### src/rtl/switch_debounce_counter.sv
// Multi-channel switch debouncer with per-channel edge event counters.
// Raw inputs are synchronised, sampled on a shared prescaler tick, and filtered with hysteresis.
module switch_debounce_counter #(
    parameter int N_CH      = 4,
    parameter int CNT_W     = 4,
    parameter int TICK_DIV  = 65536,
    parameter int SHIFT_LEN = 5,
    parameter int EDGE_SEL  = 0,
    parameter int SAT       = 0
) (
    input  logic                    clk,
    input  logic                    rst,
    input  logic [N_CH-1:0]         sw_in,
    input  logic [N_CH-1:0]         clr,
    output logic [N_CH-1:0]         sw_level,
    output logic [N_CH-1:0]         rise_pulse,
    output logic [N_CH-1:0]         fall_pulse,
    output logic [N_CH*CNT_W-1:0]   count,
    output logic [N_CH-1:0]         wrap
);

    localparam int PW = $clog2(TICK_DIV);

    logic [PW-1:0]   r_presc;
    logic            w_tick;
    logic [N_CH-1:0] r_sync1;
    logic [N_CH-1:0] r_sync2;

    assign w_tick = (r_presc == PW'(TICK_DIV - 1));

    always_ff @(posedge clk) begin
        if (rst) begin
            r_presc <= '0;
            r_sync1 <= '0;
            r_sync2 <= '0;
        end else begin
            r_presc <= w_tick ? '0 : r_presc + 1'b1;
            r_sync1 <= sw_in;
            r_sync2 <= r_sync1;
        end
    end

    for (genvar gi = 0; gi < N_CH; gi++) begin : g_ch
        logic [SHIFT_LEN-1:0] r_hist;
        logic [SHIFT_LEN-1:0] w_hist_next;
        logic                 r_level;
        logic                 r_rise;
        logic                 r_fall;
        logic                 r_wrap;
        logic [CNT_W-1:0]     r_cnt;
        logic [CNT_W-1:0]     w_cnt_inc;
        logic                 w_rise;
        logic                 w_fall;
        logic                 w_event;
        logic                 w_max;

        // The level decision looks at the history as it will be after this tick's shift.
        assign w_hist_next = {r_hist[SHIFT_LEN-2:0], r_sync2[gi]};
        assign w_rise      = w_tick & ~r_level & (&w_hist_next);
        assign w_fall      = w_tick &  r_level & ~(|w_hist_next);
        assign w_event     = (EDGE_SEL == 0) ? w_fall :
                             (EDGE_SEL == 1) ? w_rise : (w_rise | w_fall);
        assign w_cnt_inc   = r_cnt + 1'b1;
        assign w_max       = &r_cnt;

        always_ff @(posedge clk) begin
            if (rst) begin
                r_hist  <= '0;
                r_level <= 1'b0;
                r_rise  <= 1'b0;
                r_fall  <= 1'b0;
                r_wrap  <= 1'b0;
                r_cnt   <= '0;
            end else begin
                r_rise <= w_rise;
                r_fall <= w_fall;
                r_wrap <= 1'b0;
                if (w_tick) begin
                    r_hist <= w_hist_next;
                end
                if (w_rise) begin
                    r_level <= 1'b1;
                end else if (w_fall) begin
                    r_level <= 1'b0;
                end
                // Clear wins over a coincident event; that event is dropped.
                if (clr[gi]) begin
                    r_cnt <= '0;
                end else if (w_event) begin
                    if (SAT == 0) begin
                        r_cnt  <= w_cnt_inc;
                        r_wrap <= w_max;
                    end else if (!w_max) begin
                        r_cnt  <= w_cnt_inc;
                        r_wrap <= &w_cnt_inc;
                    end
                end
            end
        end

        assign sw_level[gi]                 = r_level;
        assign rise_pulse[gi]               = r_rise;
        assign fall_pulse[gi]               = r_fall;
        assign wrap[gi]                     = r_wrap;
        assign count[gi*CNT_W +: CNT_W]     = r_cnt;
    end

endmodule

### config.mk
export PLATFORM = sky130hd
export DESIGN_NAME = switch_debounce_counter
export DESIGN_NICKNAME = d
export VERILOG_FILES = /design/src/rtl/switch_debounce_counter.sv
export SDC_FILE = /design/constraint.sdc
export NUM_CORES = 1
export LEC_CHECK = 0
export BUFFER_PORTS_ARGS = -buffer_cell sky130_fd_sc_hd__buf_2
export CAP_MARGIN = 20
export CORE_MARGIN = 3
export CORE_UTILIZATION = 45
export DETAILED_ROUTE_END_ITERATION = 16
export PLACE_DENSITY = 0.67
export SLEW_MARGIN = 20
export SYNTH_ARGS = -nofsm -noshare
export SYNTH_HDL_FRONTEND = slang
export SYNTH_SLANG_ARGS = --single-unit
### constraint.sdc
create_clock -name clk -period 2.3 [get_ports clk]
set_clock_uncertainty 0.1 [all_clocks]
set_input_delay 0.575 -clock clk [delete_from_list [all_inputs] [get_ports clk]]
set_output_delay 0.575 -clock clk [all_outputs]
set_load 0.005 [all_outputs]
==> flow_summary_export.csv, run 1 <==
group,metric,value,unit
synth,yosysUniqueCellTypes,32,
timing,final_hold_viol_count,0,
finish,drive_gt1_frac,0.237,
detailed_routing,vias,2510,
timing,finalCritPeriodShare,0.955,
global_route,grt_pass1_vias,2307,
detailed_routing,post-route-drc-count,0,
timing,fin_crit,2.20,ns
setup_path,slowest_stage,"or4_4",
setup_path,critical_path.max_stage_delay,0.65,ns
timing,grt_setup_unrepaired,"false",
clock_network,htreeDepth,3,
setup_path,crit_path_end_kind,"flop",
placement,pre_cts_ws,0.0168,ns
global_route,top_usage_layer,"met2",
finish,nNetsFinal,403,
detailed_routing,firstDrtPassIters,4,
synth,synth_area_per_cell,8.87,µm²
synth,yosysSeqAreaShare,0.477,
clock_network,cts_tree,"built",
finish,fin_util,0.558,
setup_path,path_cells,"ha_4 > nand4_4 > or4_4 > buf_4 > or3_1 > a21oi_1",
finish,diodes,0,
setup_path,critPathMaxFanout,15,
setup_path,crit_path_end,"g_ch[3].r_cnt[0]",
floorplanning,rows,29,
placement,gp_congestion,0.849,
detailed_routing,viasPerCell,5.34,
floorplanning,core,6420,µm²
synth,synth_fp_nets,356,
setup_path,path_class,"flop to flop",
global_route,grt_max_degree,30,
status,status,"finished clean",
clock_network,clock_path_buffers,2,
detailed_routing,drt_iter0_markers,91,
detailed_routing,ant_nets,0,
floorplanning,design.portCount,42,
global_route,grt_use_met1,0.209,
setup_path,r2r-start,"r_presc[0]",
power,p_per_area,673,nW/µm²
clock_network,clock_latency,0.34,ns
power,peakVddDrop,0.332,mV
timing,maxSlewHeadroom,0.754,
global_route,gr-usage-met3,0.0367,
power,p_leak,1.34,nW
setup_path,reg2reg_slack,0.10,ns
timing,hold-worst-slack,0.336,ns
setup_path,startpoint,"r_presc[0]",
placement,portBuffers,41,
floorplanning,die_w,88.0,µm
synth,synth_cells,341,
setup_path,cp-start-kind,"flop",
clock_network,ctsHoldBuffers,0,
global_route,grt_util_met2,0.267,
timing,fin_setup_tns,0,ns
finish,multi_input_area,1390,µm²
setup_path,cp.required,2.47,ns
synth,synth_area,3020,µm²
finish,seqCellArea,1440,µm²
placement,dp_hpwl,4030,µm
timing,tightest_slew,0.366,ns
run,maxCapViolations,0,
global_route,grt.total_usage,0.165,
timing,final.setup.worst_slack,0.103,ns
timing,maxSlewViolCount,0,
global_route,grt.overflow.total,0,
setup_path,arrival,2.37,ns
timing,max_freq,455,MHz
global_route,grt_antenna_before_repair,0,
floorplanning,die_area,7740,µm²
synth,yosysWarnings,0,
clock_network,cts_buffers,9,
placement,placed_area,3340,µm²
detailed_routing,drt-total-wl,6000,µm
floorplanning,start_util,0.471,
clock_network,cts.root.buffer_cell,"clkbuf_8",
timing,setup_viol,0,
setup_path,r2r_cells,6,
clock_network,path_clk_slew,0.07,ns
floorplanning,die_y,88.0,µm
setup_path,worstReg2RegEnd,"g_ch[3].r_cnt[0]",
detailed_routing,wl_per_cell,12.8,µm
finish,n_fill_cell,600,
hold_path,min_path_type,"flop to flop",
finish,area_growth,18.6,%
clock_network,clock-sinks,72,
synth,synth_seq_cells,72,
finish,design_area,3590,µm²
global_route,grt_pass1_wl,10100,µm
-- sequential cells by signal, summed over array words and instances (netlist names) --
name,flops
g_ch.r_cnt,16
g_ch.r_fall,4
g_ch.r_hist,16
g_ch.r_level,4
g_ch.r_rise,4
g_ch.r_wrap,4
r_presc,16
r_sync1,4
r_sync2,4
-- worst min path at each step --
| stage | start | endpoint | slack, ns | cells past startpoint |
|---|---|---|---|---|
| 2_1_floorplan | r_sync1[0] | r_sync2[0] | 0.31 | 1 |
| 3_3_place_gp | r_sync1[2] | r_sync2[2] | 0.32 | 1 |
| 3_5_place_dp | r_sync1[0] | r_sync2[0] | 0.33 | 1 |
| 4_1_cts | sw_in[1] | r_sync1[1] | 0.33 | 2 |
| 5_1_grt | sw_in[1] | r_sync1[1] | 0.35 | 2 |
| 6_report | r_sync1[3] | r_sync2[3] | 0.34 | 1 |
-- cells in the mapped netlist --
library cell   n  area share
inv_1          7      0.0087
clkbuf_1      13       0.016
or4_1          8       0.020
buf_4         16       0.040
nor2b_1        8       0.017
nor4b_1        1      0.0029
nand4b_1       1      0.0029
dfxtp_1       72        0.48
or3_1         11       0.023
a21oi_1       37       0.061
nand4_1        4      0.0083
ha_1           5       0.021
and4_1         3      0.0087
buf_2          1      0.0017
and3_1         3      0.0062
nor4_1        11       0.023
or4_4          1      0.0037
nor3_1        22       0.036
or2_2          4      0.0083
nand2_1       40       0.050
and3b_1        3      0.0087
nor2_1         6      0.0074
o21ai_0       13       0.022
nor3b_1        1      0.0025
nand3_1       20       0.033
buf_6          2      0.0074
xnor2_1       10       0.029
xor2_1         3      0.0087
nand4_4        2       0.014
nand3b_1       3      0.0074
o31ai_1        8       0.020
and4b_1        2      0.0066
-- per-stage QoR --
step	power, W	instances
after floorplan	0.00132	341
after CTS	0.00244	468
after global routing	0.00251	470
final	0.00241	470
after global placement	0.00135	452
after detailed placement	0.00135	452
-- cells in the final DEF, fill, tap and decap left out, types with 2 or more instances in the layout --
master	synthesis	layout
inv_1	7	7
nor2_1	6	6
or3_1	11	11
xnor2_1	10	10
and4_1	3	3
clkinv_2	0	2
and4b_1	2	2
nand4_4	2	2
nand2_1	40	40
nand3_1	20	20
nor3_1	22	22
a21oi_1	37	37
ha_1	5	4
bufinv_16	0	2
o31ai_1	8	8
nor2b_1	8	8
or2_2	4	4
nand3b_1	3	3
and3b_1	3	3
nand4_1	4	4
or4_1	8	8
xor2_1	3	3
buf_2	1	41
dfxtp_1	72	72
o21ai_0	13	13
and3_1	3	3
buf_4	16	25
or4_4	1	2
clkbuf_8	0	9
nor4_1	11	10
-- power breakdown --
| part | leakage (nW) | internal (W) | switching, W | total [W] |
|---|---|---|---|---|
| combinational | 0.646 | 0.0000272 | 0.0000327 | 0.0000599 |
| sequential | 0.582 | 0.00126 | 0.00000732 | 0.00126 |
| clock | 0.110 | 0.000612 | 0.000476 | 0.00109 |
| total | 1.34 | 0.00190 | 0.000516 | 0.00241 |
-- metal layers --
metal  vias up  wire length, µm
li1       1305                -
met1      1146             2980
met2        50             2650
met3         9              266
met4         0              105
met5         -                0
-- final cells by class --
cell class	count	share of cell area
inverter	7	0.00733
multi-input combinational	231	0.388
timing repair buffer	67	0.115
clock inverter	7	0.0265
clock buffer	9	0.0345
sequential	72	0.402
tap	77	0.0269
-- kinds of logic after synthesis --
group	synth area share
and+or+nand+nor	0.289
buffers and inverters	0.0736
adders and majority gates	0.0207
xor gates and xnor gates	0.0377
AOI/OAI and AO/OA	0.103
DFF	0.477
-- what timing repair did --
item	4_1_cts	5_1_grt
setup buffers	0	1
pin swaps	0	1
endpoints found under the setup margin	1	12
cloned	0	1
resized for setup	1	2
-- critical path, delay by kind of cell (launching register included) --
| kind | cells | cell delay (ns) |
|---|---|---|
| AO/OA/AOI/OAI | 1 | 0.15 |
| buffers and inverters | 1 | 0.19 |
| AND/OR/NAND/NOR | 3 | 1.12 |
| adder cells (fa/ha/maj) | 1 | 0.18 |
| flip-flops | 1 | 0.39 |
Power figures use the tool's default switching activity.
==> run 2: changes to the inputs <==
- CORE_UTILIZATION: 45 -> 51
- PLACE_DENSITY: 0.67 -> 0.75
==> flow_summary_export.csv, run 2 (same netlist as run 1, synthesis figures left out) <==
group,metric,value,unit
global_route,grt_pass1_wl,10900,µm
setup_path,path_cells,"ha_4 > nand4_4 > or4_4 > buf_4 > or3_1 > a21oi_1",
clock_network,cts.root.buffer_cell,"clkbuf_8",
setup_path,slowest_stage,"or4_4",
detailed_routing,viasPerCell,5.56,
floorplanning,rows,27,
power,p_leak,1.28,nW
setup_path,path_class,"flop to flop",
power,p_per_area,638,nW/µm²
power,p_total,0.00223,W
timing,maxSlewHeadroom,0.642,
status,status,"finished clean",
placement,portBuffers,41,
timing,final_hold_viol_count,0,
finish,fin_util,0.623,
setup_path,r2r-start,"r_presc[0]",
clock_network,clock-sinks,72,
global_route,grt_pass1_vias,2334,
placement,place_inst,441,
timing,finalCritPeriodShare,0.944,
detailed_routing,firstDrtPassIters,4,
clock_network,htreeDepth,3,
detailed_routing,wl_per_cell,13.6,µm
detailed_routing,ant_nets,0,
hold_path,min_path_type,"flop to flop",
global_route,grt.total_usage,0.191,
finish,drive_gt1_frac,0.222,
timing,maxSlewViolCount,0,
clock_network,cts_tree,"built",
finish,diodes,0,
global_route,grt_antenna_before_repair,0,
finish,final_common_cell,"dfxtp_1",
finish,final_cells,459,
detailed_routing,drt-total-wl,6250,µm
setup_path,cp-start-kind,"flop",
setup_path,crit_path_end,"g_ch[1].r_level",
setup_path,cp_num_buf_inv,1,
placement,dp_hpwl,4130,µm
global_route,grt_max_degree,53,
setup_path,critical_path.max_stage_delay,0.63,ns
floorplanning,die_w,83.0,µm
setup_path,critPathMaxFanout,18,
timing,grt_setup_unrepaired,"false",
timing,fin_crit,2.17,ns
run,maxCapViolations,0,
power,peakVddDrop,0.538,mV
timing,max_freq,461,MHz
setup_path,arrival,2.34,ns
floorplanning,die_area,6890,µm²
setup_path,r2r_cells,6,
clock_network,path_clk_slew,0.07,ns
placement,gp_congestion,0.770,
detailed_routing,vias,2554,
finish,area_growth,15.5,%
finish,nNetsFinal,397,
setup_path,reg2reg_slack,0.13,ns
setup_path,cp.required,2.47,ns
setup_path,cp_top_family,"simple AND/OR/NAND/NOR gates",
global_route,grt.overflow.total,0,
floorplanning,die_y,83.0,µm
timing,setup_viol,0,
setup_path,startpoint,"r_presc[0]",
setup_path,worst-path-stages,6,
placement,pre_cts_ws,0.0104,ns
timing,fin_setup_tns,0,ns
setup_path,crit_path_end_kind,"flop",
detailed_routing,drt_iter0_markers,127,
floorplanning,design.portCount,42,
floorplanning,core,5610,µm²
detailed_routing,post-route-drc-count,0,
clock_network,clock_latency,0.34,ns
finish,reg_top3,"g_ch.r_cnt x16, g_ch.r_hist x16, r_presc x16",
clock_network,ctsHoldBuffers,0,
finish,final_cell_mix,"71 x dfxtp_1, 41 x buf_2, 40 x nand2_1, 37 x a21oi_1, 22 x nor3_1",
setup_path,worstReg2RegEnd,"g_ch[1].r_level",
timing,final.setup.worst_slack,0.129,ns
clock_network,clock_path_buffers,2,
floorplanning,start_util,0.539,
clock_network,cts_setup_buffers,0,
clock_network,cts_buffers,9,
timing,tightest_slew,0.537,ns
[run 2: area by class of cell]
cell class / count / area, µm²
Fill cell: 497 / 2110
Sequential cell: 72 / 1440
Multi-Input combinational cell: 232 / 1400
Timing Repair Buffer: 60 / 348
Clock buffer: 14 / 173
Tap cell: 72 / 90.1
Inverter: 7 / 26.3
Clock inverter: 2 / 12.5
[run 2: where the power goes]
part / switching [W] / leakage, nW / internal (W)
clock: 0.000432 / 0.0927 / 0.000479
combinational: 0.0000289 / 0.609 / 0.0000224
sequential: 0.00000960 / 0.582 / 0.00126
total: 0.000470 / 1.28 / 0.00176
[run 2: worst min path at each step]
stage                          start    endpoint  depth (start not counted)
after floorplan           r_sync1[0]  r_sync2[0]                          1
after global placement    r_sync1[2]  r_sync2[2]                          1
after detailed placement  r_sync1[1]  r_sync2[1]                          1
after CTS                   sw_in[3]  r_sync1[3]                          2
after global routing        sw_in[1]  r_sync1[1]                          2
final                     r_sync1[1]  r_sync2[1]                          1
[run 2: metrics by stage]
step | hold WS (ns) | instance area [µm²]
floorplan | 0.314 | 3020
global placement | 0.316 | 3270
detailed placement | 0.327 | 3270
CTS | 0.326 | 3470
global route | 0.347 | 3490
finish | 0.331 | 3490
[run 2: per-layer routing]
| metal | global-route usage | wire length [µm] | vias to the layer above |
|---|---|---|---|
| met4 | 0.0624 | 73 | 0 |
| met2 | 0.305 | 2900 | 74 |
| met1 | 0.241 | 2900 | 1183 |
| li1 | - | - | 1292 |
| met3 | 0.0665 | 377 | 5 |
| met5 | 0 | 0 | - |
[run 2: what timing repair did]
item,in CTS,in global routing
resized for setup,1,4
gates cloned,1,1
pin swaps,0,2
setup endpoints to repair,2,13
==> run 3: changes to the inputs <==
- BUFFER_PORTS_ARGS: -buffer_cell sky130_fd_sc_hd__buf_2 -> unset
- CORE_UTILIZATION: 51 -> 55
- DONT_BUFFER_PORTS: unset -> 1
- GPL_ROUTABILITY_DRIVEN: unset -> 0
- PLACE_DENSITY: 0.75 -> 0.7
- clock period: 2.3 -> 2.35 ns (I/O delays scaled with it)
==> flow_summary_export.csv, run 3 (same netlist as run 1, synthesis figures left out) <==
group,metric,value,unit
global_route,grt_pass1_wl,9830,µm
floorplanning,core,5200,µm²
setup_path,crit_path_end_kind,"flop",
clock_network,clock_path_buffers,2,
clock_network,ctsHoldBuffers,0,
finish,nNetsFinal,351,
detailed_routing,wl_met1,2830,µm
detailed_routing,routed.top_layer,"met4",
global_route,grt_pass1_vias,2141,
finish,diodes,0,
detailed_routing,post-route-drc-count,0,
timing,hold-worst-slack,0.213,ns
global_route,grt_max_degree,57,
timing,fin_setup_tns,0,ns
floorplanning,die_area,6420,µm²
clock_network,cts_setup_buffers,0,
setup_path,cp-start-kind,"flop",
global_route,grt_antenna_before_repair,0,
finish,final_common_cell,"dfxtp_1",
setup_path,critPathMaxFanout,8,
clock_network,ctsResizeCount,0,
setup_path,startpoint,"r_presc[1]",
detailed_routing,viasPerCell,5.77,
clock_network,cts_buffers,9,
detailed_routing,firstDrtPassIters,4,
hold_path,min_path_type,"primary input to flop",
finish,reg_top3,"g_ch.r_cnt x16, g_ch.r_hist x16, r_presc x16",
clock_network,htreeDepth,3,
setup_path,arrival,2.41,ns
detailed_routing,wl_per_cell,14.4,µm
floorplanning,design.portCount,42,
detailed_routing,drt_iter0_markers,121,
detailed_routing,drt-total-wl,5930,µm
finish,n_fill_cell,456,
finish,area_growth,8.44,%
setup_path,path_cells,"ha_4 > nand4_4 > or4_4 > or4_1 > a21oi_1",
clock_network,clock-sinks,72,
run,maxCapViolations,0,
timing,final_hold_viol_count,0,
setup_path,path_class,"flop to flop",
finish,final_cell_mix,"72 x dfxtp_1, 40 x nand2_1, 37 x a21oi_1, 22 x nor3_1, 20 x nand3_1",
clock_network,cts_tree,"built",
power,p_per_area,701,nW/µm²
detailed_routing,ant_nets,0,
setup_path,critical_path.max_stage_delay,0.64,ns
clock_network,clock_latency,0.34,ns
timing,maxSlewHeadroom,0.668,
timing,tightest_slew,0.494,ns
timing,fin_crit,2.23,ns
hold_path,min_from,"rst",
power,p_leak,1.06,nW
placement,dp_hpwl,3700,µm
finish,design_area,3280,µm²
floorplanning,start_util,0.581,
timing,setup_viol,0,
floorplanning,die_w,80.2,µm
timing,max_freq,447,MHz
placement,placed_area,3030,µm²
clock_network,path_clk_slew,0.07,ns
setup_path,slowest_stage,"or4_4",
floorplanning,rows,26,
power,peakVddDrop,0.476,mV
status,status,"finished clean",
setup_path,r2r-start,"r_presc[1]",
finish,seqCellArea,1440,µm²
timing,maxSlewViolCount,0,
detailed_routing,dr_wl_met2,2690,µm
detailed_routing,vias,2371,
placement,portBuffers,0,
finish,multi_input_area,1400,µm²
floorplanning,die_y,80.2,µm
timing,finalCritPeriodShare,0.951,
global_route,grt.overflow.total,0,
clock_network,cts.root.buffer_cell,"clkbuf_8",
placement,pre_cts_ws,0.0305,ns
finish,drive_gt1_frac,0.117,
global_route,grt.total_usage,0.197,
timing,final.setup.worst_slack,0.115,ns
detailed_routing,wl_met3,309,µm
setup_path,cp.required,2.52,ns
## run 3: cell types whose count changed in the layout (fill, tap and decap cells not counted)
cell,previous run,this run
dfxtp_1,71,72
clkinvlp_4,1,0
clkbuf_8,12,13
buf_2,41,0
dfxtp_2,1,0
clkbuf_1,2,1
bufinv_16,0,1
buf_4,19,14
## run 3: power by group
group          switching, W  internal (W)  total (W)
Combinational     0.0000124     0.0000155  0.0000279
Clock              0.000426      0.000605    0.00103
Sequential       0.00000984       0.00123    0.00124
## run 3: final timing paths
kind / end / slack (ns) / depth (start not counted)
hold reg to reg: r_sync2[3] / 0.33 / 1
hold / removal: g_ch[3].r_level / 0.21 / 1
setup / recovery: g_ch[1].r_cnt[3] / 0.12 / 5
setup reg to reg: g_ch[1].r_cnt[3] / 0.12 / 5
## run 3: area by class of cell
cell class              count  area share
multi-input cells         232       0.427
flip-flops and latches     72       0.440
well taps                  70      0.0267
clock inverters             2      0.0107
inverters                   7     0.00801
clock buffers              14      0.0557
repair buffers             14      0.0320
## run 3: metrics by stage
| step | power (W) | util | instances |
|---|---|---|---|
| after floorplan | 0.00130 | - | 341 |
| after global placement | 0.00129 | 0.581 | 393 |
| after detailed placement | 0.00129 | 0.581 | 393 |
| after CTS | 0.00233 | 0.623 | 409 |
| after global routing | 0.00240 | 0.630 | 411 |
| final | 0.00230 | 0.630 | 411 |
## run 3: per-layer routing
| metal | vias up | GRT usage |
|---|---|---|
| met3 | 10 | 0.0684 |
| met1 | 1101 | 0.238 |
| met5 | - | 0 |
| met4 | 0 | 0.0980 |
| li1 | 1210 | - |
| met2 | 50 | 0.309 |
## run 3: worst max-delay path: cells and delay by family, from the launching register on
kind / cells / cell delay, ns
adders and majority gates: 1 / 0.19
and+or+nand+nor: 3 / 1.29
AOI/OAI and AO/OA: 1 / 0.16
DFF: 1 / 0.42
